[src/rtl/regfile_sb_if.sv]
// regfile_sb_if: operand read, issue, writeback and flush signals of regfile_sb.
// slave  = register file side, master = pipeline side driving it.
interface regfile_sb_if #(
  parameter int XLEN  = 32,
  parameter int NREGS = 32
);
  localparam int AW = $clog2(NREGS);

  logic            i_clear;
  logic [AW-1:0]   i_rs1_addr;
  logic [AW-1:0]   i_rs2_addr;
  logic [XLEN-1:0] o_rs1_data;
  logic [XLEN-1:0] o_rs2_data;
  logic            o_rs1_busy;
  logic            o_rs2_busy;
  logic            i_issue_valid;
  logic [AW-1:0]   i_issue_rd;
  logic            i_wr0_en;
  logic            i_wr1_en;
  logic [AW-1:0]   i_wr0_addr;
  logic [AW-1:0]   i_wr1_addr;
  logic [XLEN-1:0] i_wr0_data;
  logic [XLEN-1:0] i_wr1_data;
  logic            o_clear_busy;

  modport slave (
    input  i_clear, i_rs1_addr, i_rs2_addr, i_issue_valid, i_issue_rd,
    input  i_wr0_en, i_wr1_en, i_wr0_addr, i_wr1_addr, i_wr0_data, i_wr1_data,
    output o_rs1_data, o_rs2_data, o_rs1_busy, o_rs2_busy, o_clear_busy
  );

  modport master (
    output i_clear, i_rs1_addr, i_rs2_addr, i_issue_valid, i_issue_rd,
    output i_wr0_en, i_wr1_en, i_wr0_addr, i_wr1_addr, i_wr0_data, i_wr1_data,
    input  o_rs1_data, o_rs2_data, o_rs1_busy, o_rs2_busy, o_clear_busy
  );
endinterface

[src/rtl/regfile_sb.sv]
// regfile_sb: 2R/2W register file with per-register busy scoreboard and a
// sequential clear engine that zeroes one entry per cycle after reset/flush.
// Optional macro REGFILE_SB_BYPASS_EN: forward same-cycle writes (data and
// busy) to the read ports while idle. Undefined: reads see the array only.
module regfile_sb #(
  parameter int XLEN     = 32,
  parameter int NREGS    = 32,
  parameter int ZERO_REG = 1
) (
  input logic         i_clk,
  input logic         i_rst_n,
  regfile_sb_if.slave bus
);
  localparam int AW = $clog2(NREGS);

  typedef enum logic {
    ST_IDLE  = 1'b0,
    ST_CLEAR = 1'b1
  } state_t;

  state_t          r_state;
  state_t          w_state_next;
  logic [AW-1:0]   r_idx;
  logic [AW-1:0]   w_idx_next;
  logic [AW-1:0]   w_clr_idx;

  logic [XLEN-1:0] r_mem [NREGS];
  logic [NREGS-1:0] r_busy;
  logic [NREGS-1:0] w_busy_next;

  logic [NREGS-1:0] w_clr_hit;
  logic [NREGS-1:0] w_wr0_hit;
  logic [NREGS-1:0] w_wr1_hit;
  logic [NREGS-1:0] w_iss_hit;

  logic w_in_clear;
  logic w_idle_ok;
  logic w_wr0_act;
  logic w_wr1_act;
  logic w_iss_act;

  // Address exists in the array (NREGS need not be a power of two).
  function automatic logic f_in_range(input logic [AW-1:0] a);
    return ({1'b0, a} < (AW+1)'(NREGS));
  endfunction

  // Address may be written or marked busy (x0 is hardwired when ZERO_REG).
  function automatic logic f_writable(input logic [AW-1:0] a);
    return f_in_range(a) && !((ZERO_REG != 0) && (a == '0));
  endfunction

  // Writes and issue only take effect when idle and no flush is requested.
  assign w_in_clear = (r_state == ST_CLEAR);
  assign w_idle_ok  = (r_state == ST_IDLE) && !bus.i_clear;
  assign w_wr0_act  = w_idle_ok && bus.i_wr0_en && f_writable(bus.i_wr0_addr);
  assign w_wr1_act  = w_idle_ok && bus.i_wr1_en && f_writable(bus.i_wr1_addr);
  assign w_iss_act  = w_idle_ok && bus.i_issue_valid && f_writable(bus.i_issue_rd);

  // Clear engine next-state: a flush in CLEAR restarts the sweep at entry 0
  // in the same cycle, so the restart cycle is the first of the new sweep.
  always_comb begin
    w_state_next = r_state;
    w_idx_next   = r_idx;
    w_clr_idx    = r_idx;
    case (r_state)
      ST_IDLE: begin
        if (bus.i_clear) begin
          w_state_next = ST_CLEAR;
          w_idx_next   = '0;
        end
      end
      ST_CLEAR: begin
        if (bus.i_clear) begin
          w_clr_idx = '0;
        end
        if (w_clr_idx == AW'(NREGS - 1)) begin
          w_state_next = ST_IDLE;
          w_idx_next   = '0;
        end else begin
          w_idx_next = w_clr_idx + 1'b1;
        end
      end
    endcase
  end

  // State and sweep index; reset lands directly in a fresh sweep.
  always_ff @(posedge i_clk or negedge i_rst_n) begin
    if (!i_rst_n) begin
      r_state <= ST_CLEAR;
      r_idx   <= '0;
    end else begin
      r_state <= w_state_next;
      r_idx   <= w_idx_next;
    end
  end

  // Per-entry decode of which agent touches each register this cycle.
  for (genvar gi = 0; gi < NREGS; gi++) begin : g_entry
    assign w_clr_hit[gi] = w_in_clear && (w_clr_idx == AW'(gi));
    assign w_wr0_hit[gi] = w_wr0_act && (bus.i_wr0_addr == AW'(gi));
    assign w_wr1_hit[gi] = w_wr1_act && (bus.i_wr1_addr == AW'(gi));
    assign w_iss_hit[gi] = w_iss_act && (bus.i_issue_rd == AW'(gi));
  end

  // Array update: clear sweep, else wr1 over wr0 on an address collision.
  always_ff @(posedge i_clk) begin
    for (int i = 0; i < NREGS; i++) begin
      if (w_clr_hit[i]) begin
        r_mem[i] <= '0;
      end else if (w_wr1_hit[i]) begin
        r_mem[i] <= bus.i_wr1_data;
      end else if (w_wr0_hit[i]) begin
        r_mem[i] <= bus.i_wr0_data;
      end
    end
  end

  // Busy next: sweep clears; a same-cycle issue beats a retiring write
  // because the issued instruction is the younger producer.
  always_comb begin
    w_busy_next = r_busy;
    for (int i = 0; i < NREGS; i++) begin
      if (w_clr_hit[i]) begin
        w_busy_next[i] = 1'b0;
      end else if (w_iss_hit[i]) begin
        w_busy_next[i] = 1'b1;
      end else if (w_wr0_hit[i] || w_wr1_hit[i]) begin
        w_busy_next[i] = 1'b0;
      end
    end
  end

  // Scoreboard register, cleared asynchronously on reset.
  always_ff @(posedge i_clk or negedge i_rst_n) begin
    if (!i_rst_n) begin
      r_busy <= '0;
    end else begin
      r_busy <= w_busy_next;
    end
  end

  // Two identical combinational read ports.
  for (genvar gi = 0; gi < 2; gi++) begin : g_rd
    logic [AW-1:0]   w_addr;
    logic [XLEN-1:0] w_data;
    logic            w_busy;

    assign w_addr = (gi == 0) ? bus.i_rs1_addr : bus.i_rs2_addr;

    // Read mux: zero during a sweep, for x0 and for nonexistent entries.
    always_comb begin
      w_data = '0;
      w_busy = 1'b0;
      if ((r_state == ST_IDLE) && f_writable(w_addr)) begin
        w_data = r_mem[w_addr];
        w_busy = r_busy[w_addr];
`ifdef REGFILE_SB_BYPASS_EN
        if (w_wr1_act && (bus.i_wr1_addr == w_addr)) begin
          w_data = bus.i_wr1_data;
          w_busy = 1'b0;
        end else if (w_wr0_act && (bus.i_wr0_addr == w_addr)) begin
          w_data = bus.i_wr0_data;
          w_busy = 1'b0;
        end
`endif
      end
    end
  end

  assign bus.o_rs1_data   = g_rd[0].w_data;
  assign bus.o_rs1_busy   = g_rd[0].w_busy;
  assign bus.o_rs2_data   = g_rd[1].w_data;
  assign bus.o_rs2_busy   = g_rd[1].w_busy;
  assign bus.o_clear_busy = w_in_clear;

endmodule

[src/flat_wrapper.sv]
// flat-port wrapper written by rule: the top's interface ports become plain ports
module regfile_sb_flat 
#(
  parameter int XLEN     = 32,
  parameter int NREGS    = 32,
  parameter int ZERO_REG = 1
)
  (i_clk, i_rst_n, bus_i_clear, bus_i_rs1_addr, bus_i_rs2_addr, bus_i_issue_valid, bus_i_issue_rd, bus_i_wr0_en, bus_i_wr1_en, bus_i_wr0_addr, bus_i_wr1_addr, bus_i_wr0_data, bus_i_wr1_data, bus_o_rs1_data, bus_o_rs2_data, bus_o_rs1_busy, bus_o_rs2_busy, bus_o_clear_busy);
  regfile_sb_if #(.XLEN(XLEN), .NREGS(NREGS)) bus_i ();
  input logic i_clk;
  input logic i_rst_n;
  input wire logic [$bits(bus_i.i_clear)-1:0] bus_i_clear;
  input wire logic [$bits(bus_i.i_rs1_addr)-1:0] bus_i_rs1_addr;
  input wire logic [$bits(bus_i.i_rs2_addr)-1:0] bus_i_rs2_addr;
  input wire logic [$bits(bus_i.i_issue_valid)-1:0] bus_i_issue_valid;
  input wire logic [$bits(bus_i.i_issue_rd)-1:0] bus_i_issue_rd;
  input wire logic [$bits(bus_i.i_wr0_en)-1:0] bus_i_wr0_en;
  input wire logic [$bits(bus_i.i_wr1_en)-1:0] bus_i_wr1_en;
  input wire logic [$bits(bus_i.i_wr0_addr)-1:0] bus_i_wr0_addr;
  input wire logic [$bits(bus_i.i_wr1_addr)-1:0] bus_i_wr1_addr;
  input wire logic [$bits(bus_i.i_wr0_data)-1:0] bus_i_wr0_data;
  input wire logic [$bits(bus_i.i_wr1_data)-1:0] bus_i_wr1_data;
  output wire logic [$bits(bus_i.o_rs1_data)-1:0] bus_o_rs1_data;
  output wire logic [$bits(bus_i.o_rs2_data)-1:0] bus_o_rs2_data;
  output wire logic [$bits(bus_i.o_rs1_busy)-1:0] bus_o_rs1_busy;
  output wire logic [$bits(bus_i.o_rs2_busy)-1:0] bus_o_rs2_busy;
  output wire logic [$bits(bus_i.o_clear_busy)-1:0] bus_o_clear_busy;
  assign bus_i.i_clear = bus_i_clear;
  assign bus_i.i_rs1_addr = bus_i_rs1_addr;
  assign bus_i.i_rs2_addr = bus_i_rs2_addr;
  assign bus_i.i_issue_valid = bus_i_issue_valid;
  assign bus_i.i_issue_rd = bus_i_issue_rd;
  assign bus_i.i_wr0_en = bus_i_wr0_en;
  assign bus_i.i_wr1_en = bus_i_wr1_en;
  assign bus_i.i_wr0_addr = bus_i_wr0_addr;
  assign bus_i.i_wr1_addr = bus_i_wr1_addr;
  assign bus_i.i_wr0_data = bus_i_wr0_data;
  assign bus_i.i_wr1_data = bus_i_wr1_data;
  assign bus_o_rs1_data = bus_i.o_rs1_data;
  assign bus_o_rs2_data = bus_i.o_rs2_data;
  assign bus_o_rs1_busy = bus_i.o_rs1_busy;
  assign bus_o_rs2_busy = bus_i.o_rs2_busy;
  assign bus_o_clear_busy = bus_i.o_clear_busy;
  regfile_sb #(.XLEN(XLEN), .NREGS(NREGS), .ZERO_REG(ZERO_REG)) u_core (.i_clk(i_clk), .i_rst_n(i_rst_n), .bus(bus_i));
endmodule
[config.mk]
export PLATFORM = sky130hd
export DESIGN_NAME = regfile_sb_flat
export DESIGN_NICKNAME = d
export VERILOG_FILES = /design/src/rtl/regfile_sb_if.sv /design/src/rtl/regfile_sb.sv /design/src/flat_wrapper.sv
export SDC_FILE = /design/constraint.sdc
export NUM_CORES = 2
export LEC_CHECK = 0
export CAP_MARGIN = 20
export CELL_PAD_IN_SITES_DETAIL_PLACEMENT = 1
export CELL_PAD_IN_SITES_GLOBAL_PLACEMENT = 1
export CORE_MARGIN = 5
export CORE_UTILIZATION = 35
export CTS_BUF_LIST = sky130_fd_sc_hd__clkbuf_8 sky130_fd_sc_hd__clkbuf_16
export CTS_CLUSTER_DIAMETER = 200
export CTS_CLUSTER_SIZE = 16
export DETAILED_ROUTE_END_ITERATION = 8
export GPL_TIMING_DRIVEN = 1
export PLACE_DENSITY_LB_ADDON = 0.1
export SLEW_MARGIN = 30
export SYNTH_ARGS = -nofsm -noshare
export SYNTH_HDL_FRONTEND = slang
export SYNTH_SLANG_ARGS = --single-unit
[constraint.sdc]
create_clock -name i_clk -period 3.65 [get_ports i_clk]
set_input_delay 0.5475 -clock i_clk [delete_from_list [all_inputs] [get_ports i_clk]]
set_output_delay 0.5475 -clock i_clk [all_outputs]
set_load 0.01 [all_outputs]
# Yosys cells after proc, flatten, opt, wreduce, memory -nomap -nowiden
# Memories as Yosys holds them, arrays and structs flattened.
# Index checks and enable logic that the tools add are counted.
[op_classes]
n_addsub = 1
order_cmp = 2
n_eq_ne = 125
mux = 467
bitwise_logic = 65
reduce_logical = 214
[ops]
columns = ["op", "n"]
rows = [
  ["$mux W32", 67],
  ["$mux W1", 391],
  ["$eq A5 B5 Y1 const B", 65],
  ["$eq A5 B4 Y1 const B", 32],
  ["$logic_and A1 B1 Y1", 137],
  ["$reduce_bool A3 Y1", 32],
  ["$eq A5 B3 Y1 const B", 16],
  ["$or A1 B1 Y1", 64],
  ["$eq A5 B2 Y1 const B", 8],
  ["$logic_or A1 B1 Y1", 32],
  ["$reduce_or A32 Y1", 1],
  ["$logic_not A5 Y1", 6],
  ["$mux W5", 5],
  ["$eq A5 B1 Y1 const B", 4],
  ["$lt A5 B6 Y1 const B", 2],
  ["$bmux W1 S5", 2],
  ["$pmux W5 S2", 1],
  ["$logic_not A1 Y1", 6],
  ["$add A5 B1 Y5 const B", 1],
  ["$pmux W1 S2", 1],
  ["$not A1 Y1", 1],
]
[totals]
reg_bits = 38
ramBits = 1024
input_bits = 95
output_inout_bits = 67
wordCells = 909
memories = 1
[mem_list]
columns = ["name", "depth", "width", "rd", "rd_clocked_by_memory_dff", "wr", "line", "rtl"]
rows = [
  ["u_core.r_mem", 32, 32, 2, 0, 31, "regfile_sb.sv:27", "logic [XLEN-1:0] r_mem [NREGS];"],
]

# Depth between registers and ports, before layout
[logic_depth]
word_depth = 12
depth_mapped = 9
mapped_depth_nobuf = 7

# Least setup slack after synthesis
# OpenSTA, ideal clock, no wires.
[synth_timing]
path_kind = "input -> register"
from = "in bus_i_wr1_addr[4]"
to = "mem u_core.r_mem[3][0] (enable)"
setup_time_ns = 0.394
arrival_ns = 2.847
t_required_ns = 3.256
path_slack_ns = 0.408
cell_stages = 7
n_path_buf = 4
path_cell_list = "buf_2 or4b_1 buf_2 or3_1 clkbuf_1 clkbuf_1 nand3_1"
[synth_rtl]
columns = ["item", "line", "rtl"]
rows = [
  ["start, declared", "flat_wrapper.sv:20", "input wire logic [$bits(bus_i.i_wr1_addr)-1:0] bus_i_wr1_addr;"],
  ["end, declared", "regfile_sb.sv:27", ""],
]

# Worst setup path after layout
[layout_timing]
from = "in bus_i_rs1_addr[0]"
to = "out bus_o_rs1_data[30]"
[layout_via]
elab_chain_cells = 4
word_cells_on_any_way = 5
classes_between = "mux (1); reduce/logical (3); memory (1)"
[layout_lines]
columns = ["item", "line", "rtl"]
rows = [
  ["start, declared", "flat_wrapper.sv:13", "input wire logic [$bits(bus_i.i_rs1_addr)-1:0] bus_i_rs1_addr;"],
  ["parallel branches: the longest is 3 deep, another holds $mem_v2 Z32 W32", "n/a", ""],
  ["$mux W32 (*)", "regfile_sb.sv:154", "if ((r_state == ST_IDLE) && f_writable(w_addr)) begin"],
  ["end, declared", "flat_wrapper.sv:23", "output wire logic [$bits(bus_i.o_rs1_data)-1:0] bus_o_rs1_data;"],
]
# Mark *: on every way between the ends.

==> impl_metrics.prom <==
# TYPE chip_impl_metric gauge
chip_impl_metric{name="post_layout_nonfiller_instances",unit=""} 6768
chip_impl_info{name="synthFlopType",value="edfxtp_1"} 1
chip_impl_info{name="post_synth_most_frequent_cells",value="1024 x edfxtp_1, 784 x a22o_1, 469 x mux4_2"} 1
chip_impl_info{name="synthTopCellsByArea",value="edfxtp_1 50%, mux4_2 17%, a22o_1 11%"} 1
chip_impl_metric{name="power-per-cell-area",unit="nW/um^2"} 341
chip_impl_metric{name="clock_tree.htree_level_count",unit=""} 3
chip_impl_info{name="hold_start",value="bus_i_wr0_data[18]"} 1
chip_impl_info{name="cts_root_buffer",value="clkbuf_16"} 1
chip_impl_metric{name="drc",unit=""} 0
chip_impl_metric{name="drt_first_pass_iters",unit=""} 6
chip_impl_metric{name="grt_max_degree",unit=""} 77
chip_impl_metric{name="clockBufferDepth",unit=""} 3
chip_impl_info{name="worst-setup-path-type",value="in -> out"} 1
chip_impl_metric{name="fp.dieW",unit="um"} 428
chip_impl_metric{name="grt-ovfl-total",unit=""} 0
chip_impl_metric{name="antenna_violating_nets_post_route",unit=""} 0
chip_impl_metric{name="route.vias.total",unit=""} 47409
chip_impl_metric{name="numPortBuffers",unit=""} 161
chip_impl_metric{name="max_clock_freq",unit="MHz"} 274
chip_impl_metric{name="hold_slack",unit="ns"} 0.453
chip_impl_info{name="hold_removal_path_class",value="in -> reg"} 1
chip_impl_metric{name="final_net_count",unit=""} 4507
chip_impl_metric{name="grt_pass1_wl",unit="mm"} 409
chip_impl_metric{name="vdd_ir_drop_max",unit="mV"} 0.331
chip_impl_metric{name="core_region_area",unit="sq um"} 174000
chip_impl_info{name="timing.rr.start",value="u_core.bus.o_clear_busy"} 1
chip_impl_metric{name="tritoncts.num_buffers",unit=""} 76
chip_impl_metric{name="max_cap_viol_count",unit=""} 0
chip_impl_metric{name="routabilityCongestion",unit=""} 0.912
chip_impl_metric{name="num_io_pins",unit=""} 162
chip_impl_metric{name="dp_hpwl",unit="mm"} 197
chip_impl_metric{name="timing.final.setup_violations",unit=""} 0
chip_impl_metric{name="postSynthRegisterBits",unit=""} 1062
chip_impl_metric{name="crit_fanout",unit=""} 12
chip_impl_metric{name="yosysWarningCount",unit=""} 0
chip_impl_metric{name="period_share",unit=""} 0.999
chip_impl_metric{name="setup_ws_pre_cts",unit="ns"} -0.498
chip_impl_metric{name="grt_use_total",unit=""} 0.316
chip_impl_metric{name="syn-instance-count",unit=""} 4173
chip_impl_metric{name="netlist_cell_types",unit=""} 73
chip_impl_metric{name="fin_setup_tns",unit="ns"} 0
chip_impl_metric{name="worst_slew_pin_slew",unit="ns"} 0.988
chip_impl_metric{name="netlist.area_leader.share",unit=""} 0.502
chip_impl_info{name="setup.worst_path.start_class",value="primary input"} 1
chip_impl_metric{name="drive_above_1_share",unit=""} 0.310
chip_impl_metric{name="synthesis.area_per_instance",unit="sq um"} 14.7
chip_impl_metric{name="placedCellCount",unit=""} 6642
chip_impl_metric{name="initial_antenna_violation_count",unit=""} 10
chip_impl_metric{name="fillerInstances",unit=""} 17051
chip_impl_metric{name="finClkSkew",unit="ns"} 0.0295
chip_impl_metric{name="finalHoldViolCount",unit=""} 0
chip_impl_metric{name="post-layout-total-power",unit="mW"} 24.9
chip_impl_metric{name="p_leak",unit="nW"} 23.1
chip_impl_info{name="setup.worst_path.start",value="bus_i_rs1_addr[0]"} 1
chip_impl_metric{name="row_count",unit=""} 153
chip_impl_metric{name="worst_skew_pair.late_latency",unit="ns"} 0.72
chip_impl_metric{name="critical_path_arrival",unit="ns"} 3.10
chip_impl_metric{name="power.net_switching",unit="mW"} 6.66
chip_impl_metric{name="pwr-share-clk",unit=""} 0.344
chip_impl_metric{name="routed_wire_length_per_instance",unit="um"} 44.5
chip_impl_metric{name="timing.final.max_slew_violations",unit=""} 0
chip_impl_metric{name="vias_per_cell",unit=""} 7.00
chip_impl_metric{name="fraction_of_power_spent_switching_nets",unit=""} 0.267
chip_impl_metric{name="clock_sink_count",unit=""} 1062
chip_impl_info{name="outcome",value="finished, final reports clean"} 1
chip_impl_info{name="post-synth-top-count-cell",value="edfxtp_1"} 1
chip_impl_metric{name="synth-seq-area-share",unit=""} 0.517
chip_impl_info{name="endpoint_kind",value="output port"} 1
chip_impl_metric{name="synth_edf_count",unit=""} 1024
chip_impl_metric{name="finalWirelength",unit="mm"} 301
chip_impl_metric{name="cell_area_after_technology_mapping",unit="sq um"} 61300
chip_impl_info{name="synth_top_area_cell",value="edfxtp_1"} 1
chip_impl_metric{name="crit_required",unit="ns"} 3.10
chip_impl_metric{name="maxSlewHeadroom",unit=""} 0.340
chip_impl_info{name="unrepaired_setup_endpoints_after_global_routing",value="true"} 1
chip_impl_metric{name="initialDrtViolationCount",unit=""} 5785
chip_impl_metric{name="period_needed",unit="ns"} 3.65
chip_impl_metric{name="post-route-worst-setup-slack",unit="ns"} 0.00237
chip_impl_metric{name="floorplan.die_area",unit="sq um"} 184000
chip_impl_metric{name="power.sequential.fraction",unit=""} 0.538
chip_impl_info{name="tritoncts",value="yes"} 1
chip_impl_metric{name="share_comb_of_total_power",unit=""} 0.118
chip_impl_metric{name="initial_utilization",unit=""} 0.352
chip_impl_metric{name="clkSlewWorstSetupHoldPaths",unit="ns"} 0.08
chip_impl_metric{name="area_delta_synth_final",unit="%"} 19.4
chip_impl_metric{name="die_y",unit="um"} 428
chip_impl_metric{name="grt_pass1_vias",unit=""} 48318
chip_impl_metric{name="postSynth.asyncResetShare",unit=""} 0.0358
chip_impl_metric{name="cell_internal_pwr",unit="mW"} 18.3
-- through the flow --
step	utilization	cell area [sq um]
floorplan	-	61400
global placement	0.404	70200
detailed placement	0.404	70300
CTS	0.419	73000
global route	0.420	73200
finish	0.421	73200
-- worst paths after layout --
check                                  endpoint  depth (start not counted)  slack (ns)
max reg2reg                u_core.r_mem[26][15]                          8        0.36
min reg2reg                   u_core.r_busy[17]                          1        0.54
max in group asynchronous     u_core.r_busy[27]                          3        2.34
min                         u_core.r_mem[7][18]                          3        0.45
min in group asynchronous      u_core.r_busy[9]                          2        0.53
max                          bus_o_rs1_data[30]                          9       0.002
-- per-layer routing --
| layer | global-route usage | vias up | routed length, um |
|---|---|---|---|
| li1 | - | 18250 | - |
| met1 | 0.418 | 25749 | 120000 |
| met2 | 0.507 | 2771 | 141000 |
| met3 | 0.0469 | 635 | 22200 |
| met4 | 0.163 | 4 | 18300 |
| met5 | 0 | - | 23 |
-- repair_timing --
item / 4_1_cts / 5_1_grt
gates cloned: 2 / 2
resized for setup: 120 / 44
buffers inserted: 7 / 3
hold buffers: 1 / 0
hold endpoints to repair: 16 / 0
pin swaps: 6 / 4
setup endpoints to repair: 58 / 37
-- critical path, cell delays in order --
cell             delay (ns)
buf_12                 0.19
buf_12                 0.21
buf_4                  0.24
nor3_1                 0.07
a21o_2                 0.37
buf_4                  0.27
a2111oi_0              0.38
buf_4                  0.20
clkdlybuf4s50_1        0.53
-- registers in the layout, indices dropped and copies added (netlist names) --
signal	count
u_core.r_busy	32
u_core.r_idx	5
u_core.r_mem	1024
u_core.bus.o_clear_busy	1
-- power groups by stage --
stage	Sequential [mW]	Clock, mW	Combinational, mW
3_5_place_dp	13.7	0	2.83
5_1_grt	13.4	9.13	3.01
6_report	13.4	8.58	2.94
4_1_cts	13.4	8.71	2.90
3_3_place_gp	13.7	0	2.82
2_1_floorplan	13.6	0	1.41
-- kinds of logic after synthesis --
kind of cell / synth area share
buf+inv: 0.0421
fa+ha+maj: 0.000408
mux: 0.217
simple gates: 0.0393
xor+xnor: 0.000143
compound gates: 0.184
flops: 0.517
other cells: 0.0000612
-- area by class of cell --
type	instances	area, sq um	area share
antenna	4	10.0	0.000137
tap	2325	2910	0.0398
multi-input combinational	2505	28300	0.386
clock buffer	79	1980	0.0270
timing repair buffer	758	8180	0.112
clock inverter	28	118	0.00161
inverter	7	26.3	0.000359
sequential	1062	31700	0.433
-- placed cells by master (no fill, tap or decap), types with 80 or more instances in the layout --
| cell type | n |
|---|---|
| nand3_1 | 80 |
| nand2_1 | 168 |
| a32o_1 | 209 |
| clkdlybuf4s50_1 | 107 |
| mux2i_1 | 241 |
| buf_4 | 425 |
| edfxtp_1 | 1024 |
| buf_12 | 155 |
| a22o_1 | 783 |
| mux4_2 | 469 |
| clkbuf_16 | 81 |
(Power assumes the default switching activity.)
